<file path="src/rtl/mips_boot_loader.sv">
// Boot/preload engine for MIPS_core: holds the core in reset, optionally zero-fills memories,
// loads header+payload records from a 32-bit word stream and releases the core on an END record.
module mips_boot_loader #(
    parameter int DATA_W        = 32,
    parameter int IMEM_DEPTH    = 512,
    parameter int DMEM_DEPTH    = 1024,
    parameter int RF_DEPTH      = 32,
    parameter int ADDR_W        = 16,
    parameter int CLEAR_ON_BOOT = 1
) (
    input  logic              clk,
    input  logic              rst,
    input  logic              in_valid,
    input  logic [DATA_W-1:0] in_data,
    output logic              in_ready,
    input  logic              reload,
    output logic              imem_we,
    output logic              dmem_we,
    output logic              rf_we,
    output logic [ADDR_W-1:0] wr_addr,
    output logic [DATA_W-1:0] wr_data,
    output logic              core_rst,
    output logic              boot_done,
    output logic              err
);

    localparam int CW    = ADDR_W + 1;
    localparam int MAX_D = (IMEM_DEPTH > DMEM_DEPTH)
                         ? ((IMEM_DEPTH > RF_DEPTH) ? IMEM_DEPTH : RF_DEPTH)
                         : ((DMEM_DEPTH > RF_DEPTH) ? DMEM_DEPTH : RF_DEPTH);
    localparam logic [CW-1:0] CLR_LAST = CW'(MAX_D - 1);
    localparam logic [CW-1:0] IMEM_LIM = CW'(IMEM_DEPTH);
    localparam logic [CW-1:0] DMEM_LIM = CW'(DMEM_DEPTH);
    localparam logic [CW-1:0] RF_LIM   = CW'(RF_DEPTH);

    typedef enum logic [2:0] {S_CLEAR, S_IDLE, S_LOAD, S_RUN, S_ERR} state_t;
    localparam state_t BOOT_STATE = (CLEAR_ON_BOOT != 0) ? S_CLEAR : S_IDLE;

    state_t              state_q, state_d;
    logic [CW-1:0]       clr_q, clr_d;
    logic [1:0]          tgt_q, tgt_d;
    logic [15:0]         base_q, base_d;
    logic [13:0]         cnt_q, cnt_d;
    logic [13:0]         k_q, k_d;
    logic                imem_we_q, imem_we_d, dmem_we_q, dmem_we_d, rf_we_q, rf_we_d;
    logic [ADDR_W-1:0]   wr_addr_q, wr_addr_d;
    logic [DATA_W-1:0]   wr_data_q, wr_data_d;
    logic                in_ready_q, in_ready_d;
    logic                core_rst_q, core_rst_d;
    logic                boot_done_q, boot_done_d;
    logic                err_q, err_d;

    logic                accept;
    logic [1:0]          hdr_tgt;
    logic [13:0]         hdr_cnt;
    logic [15:0]         hdr_base;
    logic [16:0]         hdr_end;
    logic [15:0]         ld_addr;

    function automatic logic [16:0] tgt_depth(input logic [1:0] t);
        case (t)
            2'b00:   return 17'(IMEM_DEPTH);
            2'b01:   return 17'(DMEM_DEPTH);
            default: return 17'(RF_DEPTH);
        endcase
    endfunction

    assign accept   = in_valid & in_ready_q;
    assign hdr_tgt  = in_data[31:30];
    assign hdr_cnt  = in_data[29:16];
    assign hdr_base = in_data[15:0];
    // Range check in 17 bits so base+count can never wrap past a small depth.
    assign hdr_end  = {1'b0, hdr_base} + {3'b000, hdr_cnt};
    assign ld_addr  = base_q + {2'b00, k_q};

    always_comb begin
        state_d     = state_q;
        clr_d       = clr_q;
        tgt_d       = tgt_q;
        base_d      = base_q;
        cnt_d       = cnt_q;
        k_d         = k_q;
        imem_we_d   = 1'b0;
        dmem_we_d   = 1'b0;
        rf_we_d     = 1'b0;
        wr_addr_d   = wr_addr_q;
        wr_data_d   = wr_data_q;
        in_ready_d  = in_ready_q;
        core_rst_d  = core_rst_q;
        boot_done_d = boot_done_q;
        err_d       = err_q;

        case (state_q)
            S_CLEAR: begin
                wr_addr_d = clr_q[ADDR_W-1:0];
                wr_data_d = '0;
                imem_we_d = (clr_q < IMEM_LIM);
                dmem_we_d = (clr_q < DMEM_LIM);
                rf_we_d   = (clr_q < RF_LIM);
                if (clr_q == CLR_LAST) begin
                    clr_d      = '0;
                    state_d    = S_IDLE;
                    in_ready_d = 1'b1;
                end else begin
                    clr_d = clr_q + 1'b1;
                end
            end
            S_IDLE: begin
                in_ready_d = 1'b1;
                if (accept) begin
                    if (hdr_tgt == 2'b11) begin
                        state_d     = S_RUN;
                        in_ready_d  = 1'b0;
                        core_rst_d  = 1'b0;
                        boot_done_d = 1'b1;
                    end else if (hdr_cnt == 14'd0) begin
                        state_d = S_IDLE;
                    end else if (hdr_end > tgt_depth(hdr_tgt)) begin
                        state_d    = S_ERR;
                        err_d      = 1'b1;
                        in_ready_d = 1'b0;
                    end else begin
                        tgt_d   = hdr_tgt;
                        base_d  = hdr_base;
                        cnt_d   = hdr_cnt;
                        k_d     = '0;
                        state_d = S_LOAD;
                    end
                end
            end
            S_LOAD: begin
                in_ready_d = 1'b1;
                if (accept) begin
                    wr_addr_d = ADDR_W'(ld_addr);
                    wr_data_d = in_data;
                    imem_we_d = (tgt_q == 2'b00);
                    dmem_we_d = (tgt_q == 2'b01);
                    // Register 0 is hardwired zero in the core; drop writes to it.
                    rf_we_d   = (tgt_q == 2'b10) && (ld_addr != 16'd0);
                    k_d       = k_q + 14'd1;
                    if ((k_q + 14'd1) == cnt_q) state_d = S_IDLE;
                end
            end
            S_RUN: begin
                if (reload) begin
                    state_d     = BOOT_STATE;
                    clr_d       = '0;
                    in_ready_d  = 1'b0;
                    core_rst_d  = 1'b1;
                    boot_done_d = 1'b0;
                end
            end
            S_ERR: begin
                in_ready_d = 1'b0;
                core_rst_d = 1'b1;
                err_d      = 1'b1;
            end
            default: state_d = S_ERR;
        endcase
    end

    always_ff @(posedge clk or negedge rst) begin
        if (!rst) begin
            state_q     <= BOOT_STATE;
            clr_q       <= '0;
            tgt_q       <= '0;
            base_q      <= '0;
            cnt_q       <= '0;
            k_q         <= '0;
            imem_we_q   <= 1'b0;
            dmem_we_q   <= 1'b0;
            rf_we_q     <= 1'b0;
            wr_addr_q   <= '0;
            wr_data_q   <= '0;
            in_ready_q  <= 1'b0;
            core_rst_q  <= 1'b1;
            boot_done_q <= 1'b0;
            err_q       <= 1'b0;
        end else begin
            state_q     <= state_d;
            clr_q       <= clr_d;
            tgt_q       <= tgt_d;
            base_q      <= base_d;
            cnt_q       <= cnt_d;
            k_q         <= k_d;
            imem_we_q   <= imem_we_d;
            dmem_we_q   <= dmem_we_d;
            rf_we_q     <= rf_we_d;
            wr_addr_q   <= wr_addr_d;
            wr_data_q   <= wr_data_d;
            in_ready_q  <= in_ready_d;
            core_rst_q  <= core_rst_d;
            boot_done_q <= boot_done_d;
            err_q       <= err_d;
        end
    end

    assign in_ready  = in_ready_q;
    assign imem_we   = imem_we_q;
    assign dmem_we   = dmem_we_q;
    assign rf_we     = rf_we_q;
    assign wr_addr   = wr_addr_q;
    assign wr_data   = wr_data_q;
    assign core_rst  = core_rst_q;
    assign boot_done = boot_done_q;
    assign err       = err_q;

endmodule

</file>
<file path="config.mk">
export PLATFORM = sky130hd
export DESIGN_NAME = mips_boot_loader
export DESIGN_NICKNAME = d
export VERILOG_FILES = /design/src/rtl/mips_boot_loader.sv
export SDC_FILE = /design/constraint.sdc
export NUM_CORES = 1
export LEC_CHECK = 0
export ABC_AREA = 1
export CORE_MARGIN = 2
export CORE_UTILIZATION = 62
export CTS_BUF_LIST = sky130_fd_sc_hd__clkbuf_16
export CTS_CLUSTER_SIZE = 20
export DETAILED_ROUTE_END_ITERATION = 12
export PLACE_DENSITY = 0.87
export SLEW_MARGIN = 5
export SYNTH_ARGS = -nofsm -noshare
export SYNTH_HDL_FRONTEND = slang
export SYNTH_SLANG_ARGS = --single-unit
</file>
<file path="constraint.sdc">
create_clock -name clk -period 4.6 [get_ports clk]
set_input_delay 0.92 -clock clk [delete_from_list [all_inputs] [get_ports clk]]
set_output_delay 0.92 -clock clk [all_outputs]
set_load 0.01 [all_outputs]
</file>
==> metrics.md, run 1 <==
| Metric | Value |
|---|---|
| Status | `finished, final reports clean` |
| Most used DFF post-synth | `dfrtp_1` |
| Total gr overflow | `0` |
| FF-to-FF path depth | `13` |
| Pre-CTS WS | `0.280 ns` |
| Leakage | `4.75 nW` |
| Area after DPL | `8920 µm²` |
| Placer Congestion | `0.967` |
| Most numerous cell in the Yosys netlist | `nand2_1` |
| Critical Path Source Type | `input port` |
| WP data arrival | `4.20 ns` |
| Final nets | `1226` |
| Total global-route track usage | `32.8%` |
| Setup tns final | `0 ns` |
| Final Cycle Share | `84.7%` |
| Port bufs | `90` |
| Pin count of the biggest net entering global routing | `71` |
| Fin. max-slew vios | `0` |
| H-tree depth | `4` |
| CTS Hold Bufs | `0` |
| Setup CP Type | `input port to register` |
| Starting Density | `62.9%` |
| Resized Gates After CTS | `0` |
| Total die area | `13600 µm²` |
| Min-delay src | `wr_addr[13]$_DFFE_PN0P_` |
| First-pass GRT wire length | `34.3 mm` |
| Post-DRT Antenna Nets | `0` |
| Power share of the combinational group | `9.3%` |
| Setup violations, final | `0` |
| Crit end category | `register` |
| Final hold violation count | `0` |
| Sequential Power Share | `40.5%` |
| Crit Path Max Fanout | `14` |
| Diodes inserted | `0` |
| RSZ-0062 raised after global routing | `false` |
| Final-layout fill cell count | `930` |
| Clk buf depth | `2` |
| Cell taking the most area after synthesis | `dfrtp_1` |
| Starting DRT DRC Count | `582` |
| Clock latency on the worst-skew pair | `0.43 ns` |
| TritonCTS buffer count | `17` |
| Min cycle time layout | `3.90 ns` |
| Row count | `41` |
| HP Class | `register to register` |
| Power density cells | `277 nW/µm²` |
| Register area | `3030 µm²` |
| Tot Pwr | `2.63 mW` |
| Layout cells sized above 1 | `11.6%` |
| Sink Count | `121` |
| Routed len/inst | `15.8 µm` |
| Fin area | `9500 µm²` |
| DRC viols | `0` |
| Initial antenna violation count | `0` |
| Netlist cell types | `43` |
| R2R setup slack | `1.93 ns` |
| Worst EP required | `4.91 ns` |
| FF-to-FF Start | `state_q[1]$_DFFE_PN0P_` |
| WHS Path Cells | `2` |
| Hold endpoint | `wr_addr[13]$_DFFE_PN0P_` |
| Sequential area share after synthesis | `38.4%` |
| Fmax | `257 MHz` |
| Max rail drop VDD | `0.222 mV` |
| Synth top area cells | `dfrtp_1 (38%), nand2_1 (14%), inv_1 (6.4%)` |
| Max Cap Viol | `0` |
| Synth cell count leaders | `nand2_1 (301), inv_1 (135), dfrtp_1 (120)` |
| Vias in the first global route | `7182` |
| DRT Pass-1 Iters | `5` |
| Worst-margin pin slew | `0.873 ns` |
| Multi-input gate area | `4150 µm²` |
| Warnings from Yosys | `0` |
| Max_slew headroom | `41.8%` |
| CTS tree | `yes` |
| Vias after detailed routing | `7558` |
| Ports | `91` |
| DP Wirelength | `15.5 mm` |
| Asr flop ratio synth | `100%` |
| Syn Area/Cell | `7.38 µm²` |
| Clk pwr share | `50.2%` |
| Clock transition at path regs | `0.06 ns` |
| R2r endpoint | `clr_q[10]$_DFFE_PN0P_` |
| Internal Power | `1.95 mW` |
| Syn Inst Count | `1067` |
| Final worst slack | `0.705 ns` |
| WL final | `21.2 mm` |
| Via density | `5.64` |
| Area fraction of the dominant cell type after synthesis | `38.1%` |
| Post-Syn Area | `7880 µm²` |
| Sw Ratio | `25.9%` |
| Area growth syn-to-layout | `20.5%` |
| Psw | `0.680 mW` |
| Clock skew | `0.00916 ns` |
| Post-synth EDFFs | `0` |
| Placeable Area | `12500 µm²` |
| Setup repair bufs after CTS | `0` |
| Fin util | `75.9%` |
| Clock root buffer | `clkbuf_16` |
| Flops & latches, synth | `121` |
| Syn_nets | `1138` |
| Chip width | `117 µm` |
| Die Height | `117 µm` |
cell families after synthesis:
family                     count (synthesis)  share of synthesized area [%]
buffers and inverters                    176                           9.00
xor gates and xnor gates                  17                           1.89
DFF                                      121                           38.4
AOI/OAI and AO/OA                        167                           14.0
and+or+nand+nor                          551                           30.9
adders and majority gates                 35                           5.75
through the flow:
step / hold WS, ns / std cells
floorplan: 0.449 / 1067
global placement: 0.462 / 1308
detailed placement: 0.466 / 1308
CTS: 0.481 / 1340
global route: 0.500 / 1340
finish: 0.477 / 1340
placed cells by master (no fill, tap or decap), types with 30 or more instances in the layout:
| cell type | synthesis | final |
|---|---|---|
| a21oi_1 | 41 | 41 |
| clkdlybuf4s50_1 | 0 | 89 |
| dfrtp_1 | 120 | 120 |
| ha_1 | 33 | 33 |
| inv_1 | 135 | 135 |
| nand2_1 | 301 | 301 |
| nand2_2 | 35 | 35 |
| nand3_1 | 72 | 72 |
| nor2_1 | 80 | 79 |
| o21ai_0 | 30 | 30 |
| o21ai_2 | 30 | 30 |
| o31ai_1 | 33 | 33 |
per-layer routing:
layer | part of all wire, % | vias up | GRT usage, %
met5 | 0 | - | 0
li1 | - | 3644 | -
met4 | 2.8 | 0 | 13.6
met3 | 8.5 | 58 | 8.30
met2 | 48 | 362 | 53.2
met1 | 41 | 3494 | 42.0
worst max-delay path, cell delays in order:
cell             delay [ns]
clkdlybuf4s50_1        0.47
ha_1                   0.24
fa_1                   0.42
nand2_1                0.13
nand3_2                0.09
a31oi_1                0.17
xnor2_1                0.14
ha_1                   0.27
a21o_1                 0.21
nor2_1                 0.08
o21bai_1               0.12
nand3_1                0.10
nand2_1                0.08
nand2_2                0.09
nor2_8                 0.13
nand3_2                0.28
nand3_1                0.18
nand2_1                0.08
sequential cells by signal (all words and copies together) (netlist names):
register / cells
imem_we: 1
boot_done: 1
dmem_we: 1
wr_data: 32
in_ready: 1
clr_q: 17
tgt_q: 2
k_q: 14
state_q: 3
base_q: 16
wr_addr: 16
err: 1
rf_we: 1
core_rst: 1
cnt_q: 14
worst max-delay path by stage:
stage | startpoint | endpoint | slack [ns]
floorplan | in_data[0] | tgt_q[1]$_DFFE_PN0P_ | 1.11
global placement | in_data[0] | k_q[10]$_DFFE_PN0P_ | 0.45
detailed placement | in_data[16] | k_q[10]$_DFFE_PN0P_ | 0.28
CTS | in_data[16] | k_q[10]$_DFFE_PN0P_ | 0.70
global route | in_data[16] | k_q[3]$_DFFE_PN0P_ | 0.48
finish | in_data[16] | k_q[3]$_DFFE_PN0P_ | 0.70
power by group through the flow:
stage	combinational [mW]	sequential (mW)	clock [mW]
global placement	0.237	1.08	0
finish	0.245	1.06	1.32
detailed placement	0.241	1.08	0
global route	0.272	1.06	1.36
CTS	0.243	1.06	1.32
floorplan	0.140	1.08	0
final cells by class:
type / instances / area share (%)
Clock buffer: 17 / 4.48
Clock inverter: 15 / 1.61
Inverter: 149 / 5.89
Multi-Input combinational cell: 770 / 43.7
Sequential cell: 121 / 31.9
Tap cell: 172 / 2.27
Timing Repair Buffer: 96 / 10.2
No activity file was read; power rests on OpenSTA's default activity.
==> inputs of run 2 (changes only) <==
--- a/config.mk
+++ b/config.mk
@@ -7,11 +7,11 @@
 export LEC_CHECK = 0
 export ABC_AREA = 1
 export CORE_MARGIN = 2
-export CORE_UTILIZATION = 62
+export CORE_UTILIZATION = 52
 export CTS_BUF_LIST = sky130_fd_sc_hd__clkbuf_16
 export CTS_CLUSTER_SIZE = 20
 export DETAILED_ROUTE_END_ITERATION = 12
-export PLACE_DENSITY = 0.87
+export PLACE_DENSITY = 0.78
 export SLEW_MARGIN = 5
 export SYNTH_ARGS = -nofsm -noshare
 export SYNTH_HDL_FRONTEND = slang
==> constraint.sdc (replaced) <==
create_clock -name clk -period 3.18 [get_ports clk]
set_input_delay 0.636 -clock clk [delete_from_list [all_inputs] [get_ports clk]]
set_output_delay 0.636 -clock clk [all_outputs]
set_load 0.01 [all_outputs]
==> run 2 against run 1 <==
Compared with the run above:
- cell count grew 6.5%
- flip-flop and latch count stayed put
- setup slack worse by 0.64 ns
==> metrics.md, run 2 (synthesis gave the netlist of run 1 again) <==
| Metric | Value |
|---|---|
| Setup violations, final | `0 (unchanged)` |
| Final hold violation count | `0 (unchanged)` |
| Largest stage delay, worst path | `0.28 ns (-0.19 ns)` |
| Crit end category | `register` |
| Clk buf depth | `2 (unchanged)` |
| Tot Pwr | `3.83 mW (+46%)` |
| Crit-path cells | `clkdlybuf4s15_1 > ha_4 > nand2_1 > nand2_1 > nand2_1 > nand2_2 > a31oi_2 > xnor2_1 > ha_1 > a21o_1 > nor2_1 > o21bai_1 > nand3_1 > nand2_1 > nand2_2 > nor2_8 > nand3_4 > buf_12 > buf_12 > buf_16 > o21ai_2` |
| Layout cells sized above 1 | `20.0% (+8.4 points)` |
| Leakage | `5.18 nW (+9.1%)` |
| Vias after detailed routing | `7773 (+2.8%)` |
| Max reg flops | `32 (unchanged)` |
| CP most frequent cell | `nand2_1` |
| Commonest non-fill, non-tap cell in the layout | `nand2_1` |
| H-tree depth | `4 (unchanged)` |
| Final worst slack | `0.0646 ns (-0.640 ns)` |
| Starting DRT DRC Count | `689 (+18%)` |
| Worst EP required | `3.53 ns (-1.38 ns)` |
| Via density | `5.45 (-3.4%)` |
| CP max stage cell | `clkdlybuf4s15_1` |
| Min cycle time layout | `3.12 ns` |
| Total gr overflow | `0 (unchanged)` |
| Max rail drop VDD | `0.371 mV (+67%)` |
| Vias in the first global route | `7448 (+3.7%)` |
| Total die area | `16200 µm² (+19%)` |
| Clock latency on the worst-skew pair | `0.43 ns (about the same)` |
| Clock root buffer | `clkbuf_16` |
| Sink Count | `121 (unchanged)` |
| Placeable Area | `14600 µm² (+17%)` |
| Final Cycle Share | `98.0%` |
| Fin util | `70.1% (-5.8 points)` |
| Commonest cells after routing, fill and taps aside | `nand2_1 (292), inv_1 (135), dfrtp_1 (120), nor2_1 (78), buf_4 (71)` |
| Port bufs | `90 (unchanged)` |
| R2r endpoint | `rf_we$_DFF_PN0_` |
| Diodes inserted | `0 (unchanged)` |
| Chip width | `127 µm (+8.9%)` |
| Area growth syn-to-layout | `30.3%` |
| DP Wirelength | `16.2 mm (+4.7%)` |
| DRC viols | `0 (unchanged)` |
| R2R setup slack | `0.64 ns (-1.29 ns)` |
| Clock transition at path regs | `0.06 ns (about the same)` |
| Routed len/inst | `15.6 µm (-0.92%)` |
| WL final | `22.3 mm (+5.5%)` |
| Max Cap Viol | `0 (unchanged)` |
| Status | `finished, final reports clean` |
| TritonCTS buffer count | `17 (unchanged)` |
| Worst-margin pin slew | `0.634 ns (-0.239 ns)` |
| Fmax | `321 MHz` |
| Multi-input gate area | `4320 µm² (+4.0%)` |
| First-pass GRT wire length | `36.5 mm (+6.3%)` |
| Starting Density | `53.8% (-9.1 points)` |
| FF-to-FF path depth | `15 (+2)` |
| Worst setup startpoint | `in_data[22]` |
| Post-DRT Antenna Nets | `0 (unchanged)` |
| WP data arrival | `3.47 ns (-0.73 ns)` |
| DRT Pass-1 Iters | `7 (+2)` |
| CTS tree | `yes` |
| Critical Path Source Type | `input port` |
| Pin count of the biggest net entering global routing | `69 (-2.8%)` |
| Fin. max-slew vios | `0 (unchanged)` |
| Power density cells | `373 nW/µm² (+35%)` |
| Clock skew | `0.00960 ns (+0.000440 ns)` |
| Final nets | `1301 (+6.1%)` |
| Placed cell count | `1378 (+5.4%)` |
| Non-filler instance count after layout | `1427 (+6.5%)` |
| Setup CP Type | `input port to register` |
| Ports | `91 (unchanged)` |
| Pre-CTS WS | `-0.623 ns (-0.903 ns)` |
| Final-layout fill cell count | `1145 (+23%)` |
| Initial antenna violation count | `0 (unchanged)` |
| Crit Path Max Fanout | `6 (-8)` |
| HP Class | `input port to async pin` |
| Die Height | `127 µm (+8.9%)` |
| Total global-route track usage | `28.5% (-4.2 points)` |
| Row count | `44 (+7.3%)` |
| FF-to-FF Start | `k_q[0]$_DFFE_PN0P_` |
| Max_slew headroom | `57.7% (+16 points)` |
| Register area | `3030 µm² (unchanged)` |
| Placer Congestion | `0.922 (-4.7%)` |
run 2: cell count changes in the layout (fill, tap and decap cells not counted), sizes merged, moves of 2 or more:
cell,change
buf,+77
clkdlybuf4s50,-20
clkbuf,+14
clkinv,+4
clkinvlp,-4
clkdlybuf4s15,+2
dlygate4sd2,+2
run 2: report_power, final:
part	internal, mW	switching (mW)	total [mW]
sequential	1.54	0	1.54
clock	1.07	0.754	1.82
combinational	0.206	0.264	0.469
total	2.82	1.02	3.83
run 2: how the worst max path moves through the flow:
stage	end	slack (ns)
after CTS	base_q[11]$_DFFE_PN0P_	0.02
after global placement	cnt_q[1]$_DFFE_PN0P_	-0.51
after global routing	cnt_q[5]$_DFFE_PN0P_	-0.02
after detailed placement	cnt_q[10]$_DFFE_PN0P_	-0.62
after floorplan	tgt_q[1]$_DFFE_PN0P_	0.01
final	cnt_q[5]$_DFFE_PN0P_	0.06
run 2: area by class of cell:
type	instances	share of cell area [%]
clock buffer	17	4.14
clock inverter	15	1.23
multi-input combinational	770	42.0
timing repair buffer	171	15.4
sequential	121	29.5
tap	184	2.24
inverter	149	5.45
run 2: worst max-delay path, delay by kind of cell:
| kind | cells | cell delay (ns) |
|---|---|---|
| AO/OA/AOI/OAI | 4 | 0.60 |
| XOR/XNOR | 1 | 0.15 |
| adder cells (fa/ha/maj) | 2 | 0.49 |
| buffers and inverters | 4 | 0.69 |
| AND/OR/NAND/NOR | 10 | 0.91 |
run 2: repair_timing:
item	in CTS	in global routing
endpoints found under the setup margin	46	46
gates resized for setup	44	43
hold buffers	0	0
gates cloned	3	0
pin swaps	17	21
setup buffers	7	7
run 2: per-stage QoR:
stage / instance area (µm²) / hold WS (ns) / setup TNS [ns]
floorplan: 7890 / 0.340 / 0
global placement: 9410 / 0.463 / -23.35
detailed placement: 9410 / 0.465 / -28.65
CTS: 10200 / 0.246 / 0
global route: 10300 / 0.272 / -0.0349
finish: 10300 / 0.223 / 0
run 2: per-layer routing:
metal	GRT usage (%)	vias to the layer above	wire length, µm
met3	5.44	41	1330
met1	36.4	3660	9540
met5	0	-	0
met2	48.4	262	10900
li1	-	3810	-
met4	10.9	0	560
==> inputs of run 3 (changes only) <==
--- a/config.mk
+++ b/config.mk
@@ -11,6 +11,7 @@
 export CTS_BUF_LIST = sky130_fd_sc_hd__clkbuf_16
 export CTS_CLUSTER_SIZE = 20
 export DETAILED_ROUTE_END_ITERATION = 12
+export GPL_ROUTABILITY_DRIVEN = 0
 export PLACE_DENSITY = 0.78
 export SLEW_MARGIN = 5
 export SYNTH_ARGS = -nofsm -noshare
==> run 3 against run 2 <==
Compared with the run above:
- sequential power is essentially flat
- clock-buffer cell count stayed put
- total power increased by 4.0%
- cell area up 0.66%
- setup slack better by 0.097 ns
- first-iteration DRC count is 33% lower
- register-to-register slack better by 0.04 ns
- flip-flop and latch count did not move
- sequential share of layout area is 0.19 points lower
- routed wire length grew 1.9%
- clock power rose by 9%
- highest routed layer unchanged
- critical path type unchanged
- global-route usage is 0.58 points higher
==> metrics.md, run 3 (synthesis gave the netlist of run 1 again) <==
| Metric | Value |
|---|---|
| Largest delay share family, worst path | `adder cells` |
| Hold_ws | `0.252 ns (+0.0294 ns)` |
| Critical Path Source Type | `input port` |
| Max rail drop VDD | `0.363 mV (-2.1%)` |
| Clock transition at path regs | `0.06 ns (about the same)` |
| Pre-CTS WS | `-0.631 ns (-0.00752 ns)` |
| WP data arrival | `3.33 ns (-0.14 ns)` |
| FF-to-FF Start | `k_q[0]$_DFFE_PN0P_` |
| CTS tree | `yes` |
| Worst EP required | `3.49 ns (-0.04 ns)` |
| Tot Pwr | `3.99 mW (+4.0%)` |
| R2r endpoint | `rf_we$_DFF_PN0_` |
| Post-DRT Antenna Nets | `0 (unchanged)` |
| Crit end category | `register` |
| CP most frequent cell | `nand2_2` |
| Total global-route track usage | `29.1% (+0.58 points)` |
| Non-filler instance count after layout | `1423 (-0.28%)` |
| Leakage | `5.19 nW (about the same)` |
| Vias after detailed routing | `7772 (-0.013%)` |
| H-tree depth | `4 (unchanged)` |
| Final nets | `1297 (-0.31%)` |
| Clock skew | `0.00929 ns (-0.000304 ns)` |
| Status | `finished, final reports clean` |
| Buffers plus inverters on the worst setup path | `3 (-1)` |
| Power density cells | `386 nW/µm² (+3.3%)` |
| Starting DRT DRC Count | `459 (-33%)` |
| Area growth syn-to-layout | `31.2%` |
| Chip width | `127 µm (unchanged)` |
| Fin area | `10300 µm² (+0.66%)` |
| CP max stage cell | `fa_2` |
| CTS Hold Bufs | `0 (unchanged)` |
| Die Height | `127 µm (unchanged)` |
| Placed cell count | `1379 (+0.073%)` |
| Initial antenna violation count | `0 (unchanged)` |
| Total die area | `16200 µm² (unchanged)` |
| Crit-path cells | `buf_6 > ha_4 > fa_2 > nand2_2 > nand3_2 > a31oi_2 > xnor2_1 > ha_1 > a21o_1 > nor2_1 > o21bai_1 > nand3_1 > nand2_1 > nand2_2 > nor2_8 > nand3_4 > buf_6 > buf_8 > nand2_2 > o21ai_2` |
| Max_slew headroom | `53.5% (-4.3 points)` |
| Min cycle time layout | `3.02 ns (-0.0968 ns)` |
| HP Class | `input port to async pin` |
| Commonest non-fill, non-tap cell in the layout | `nand2_1` |
| Fmax | `331 MHz (+3.2%)` |
| TritonCTS buffer count | `17 (unchanged)` |
| Routed len/inst | `16.0 µm (+2.1%)` |
| Max Cap Viol | `0 (unchanged)` |
| Vias in the first global route | `7631 (+2.5%)` |
| Setup CP Type | `input port to register` |
| Final worst slack | `0.161 ns (+0.0968 ns)` |
| Clock latency on the worst-skew pair | `0.43 ns (about the same)` |
| Commonest cells after routing, fill and taps aside | `nand2_1 (291), inv_1 (135), dfrtp_1 (120), nor2_1 (78), nand3_1 (71)` |
| Largest stage delay, worst path | `0.37 ns (+0.09 ns)` |
| Placeable Area | `14600 µm² (unchanged)` |
| Starting Density | `53.8% (unchanged)` |
| FF-to-FF path depth | `15 (unchanged)` |
| Ports | `91 (unchanged)` |
| DRC viols | `0 (unchanged)` |
| Fin. max-slew vios | `0 (unchanged)` |
| Final hold violation count | `0 (unchanged)` |
| Clk buf depth | `2 (unchanged)` |
| Diodes inserted | `0 (unchanged)` |
| Crit Path Max Fanout | `12 (+6)` |
| Final Cycle Share | `94.9% (-3.0 points)` |
| Worst-margin pin slew | `0.698 ns (+0.0641 ns)` |
| Clock root buffer | `clkbuf_16` |
| WL final | `22.7 mm (+1.9%)` |
| Fin util | `70.6% (+0.46 points)` |
| Layout cells sized above 1 | `19.9% (-0.097 points)` |
| Via density | `5.46 (+0.27%)` |
| Setup tns final | `0 ns (unchanged)` |
| R2R setup slack | `0.68 ns (+0.04 ns)` |
| Port bufs | `90 (unchanged)` |
| Row count | `44 (unchanged)` |
| First-pass GRT wire length | `37.4 mm (+2.4%)` |
| Setup violations, final | `0 (unchanged)` |
| DP Wirelength | `16.2 mm (-0.14%)` |
| Sink Count | `121 (unchanged)` |
| Area after DPL | `9390 µm² (-0.19%)` |
| Total gr overflow | `0 (unchanged)` |
| DRT Pass-1 Iters | `5 (-2)` |
| Max reg flops | `32 (unchanged)` |
| Pin count of the biggest net entering global routing | `67 (-2.9%)` |
-- run 3: changes by cell type in the layout (fill, tap and decap cells not counted), moves of 2 or more --
cell        delta
clkinv_4       -3
buf_6          +3
bufinv_16      +2
buf_4          -6
buf_12         -4
clkbuf_16      +2
clkinv_2       -3
clkinvlp_4     +4
nand3_2        -2
-- run 3: layout make-up --
cell class	count	area, µm²
flip-flops and latches	121	3030
fillers	1152	4310
multi-input cells	770	4340
clock buffers	17	425
inverters	149	559
repair buffers	167	1580
clock inverters	15	175
well taps	184	230
-- run 3: worst max path at each step --
stage / startpoint / endpoint / slack, ns / cells past startpoint
floorplan: in_data[0] / tgt_q[1]$_DFFE_PN0P_ / 0.01 / 18
global placement: in_data[0] / cnt_q[1]$_DFFE_PN0P_ / -0.56 / 19
detailed placement: in_data[0] / cnt_q[0]$_DFFE_PN0P_ / -0.63 / 19
CTS: in_data[20] / cnt_q[10]$_DFFE_PN0P_ / 0.02 / 22
global route: in_data[0] / base_q[0]$_DFFE_PN0P_ / -0.02 / 20
finish: in_data[0] / base_q[0]$_DFFE_PN0P_ / 0.16 / 20
-- run 3: power by group --
part | internal, mW | switching [mW]
logic | 0.200 | 0.261
clock network | 1.23 | 0.754
registers | 1.54 | 0
total | 2.97 | 1.01
-- run 3: timing repair --
item / 4_1_cts / 5_1_grt
gates resized for setup: 43 / 56
cloned: 3 / 2
setup buffers: 4 / 3
endpoints found under the hold margin: 0 / 0
endpoints found under the setup margin: 46 / 46
pin swaps: 16 / 22
-- run 3: per-layer routing --
| layer | GRT usage (%) | vias up | share of wire (%) |
|---|---|---|---|
| li1 | - | 3809 | - |
| met2 | 49.4 | 279 | 49 |
| met3 | 5.07 | 63 | 6.5 |
| met5 | 0 | - | 0 |
| met4 | 12.3 | 0 | 3.3 |
| met1 | 37.0 | 3621 | 42 |
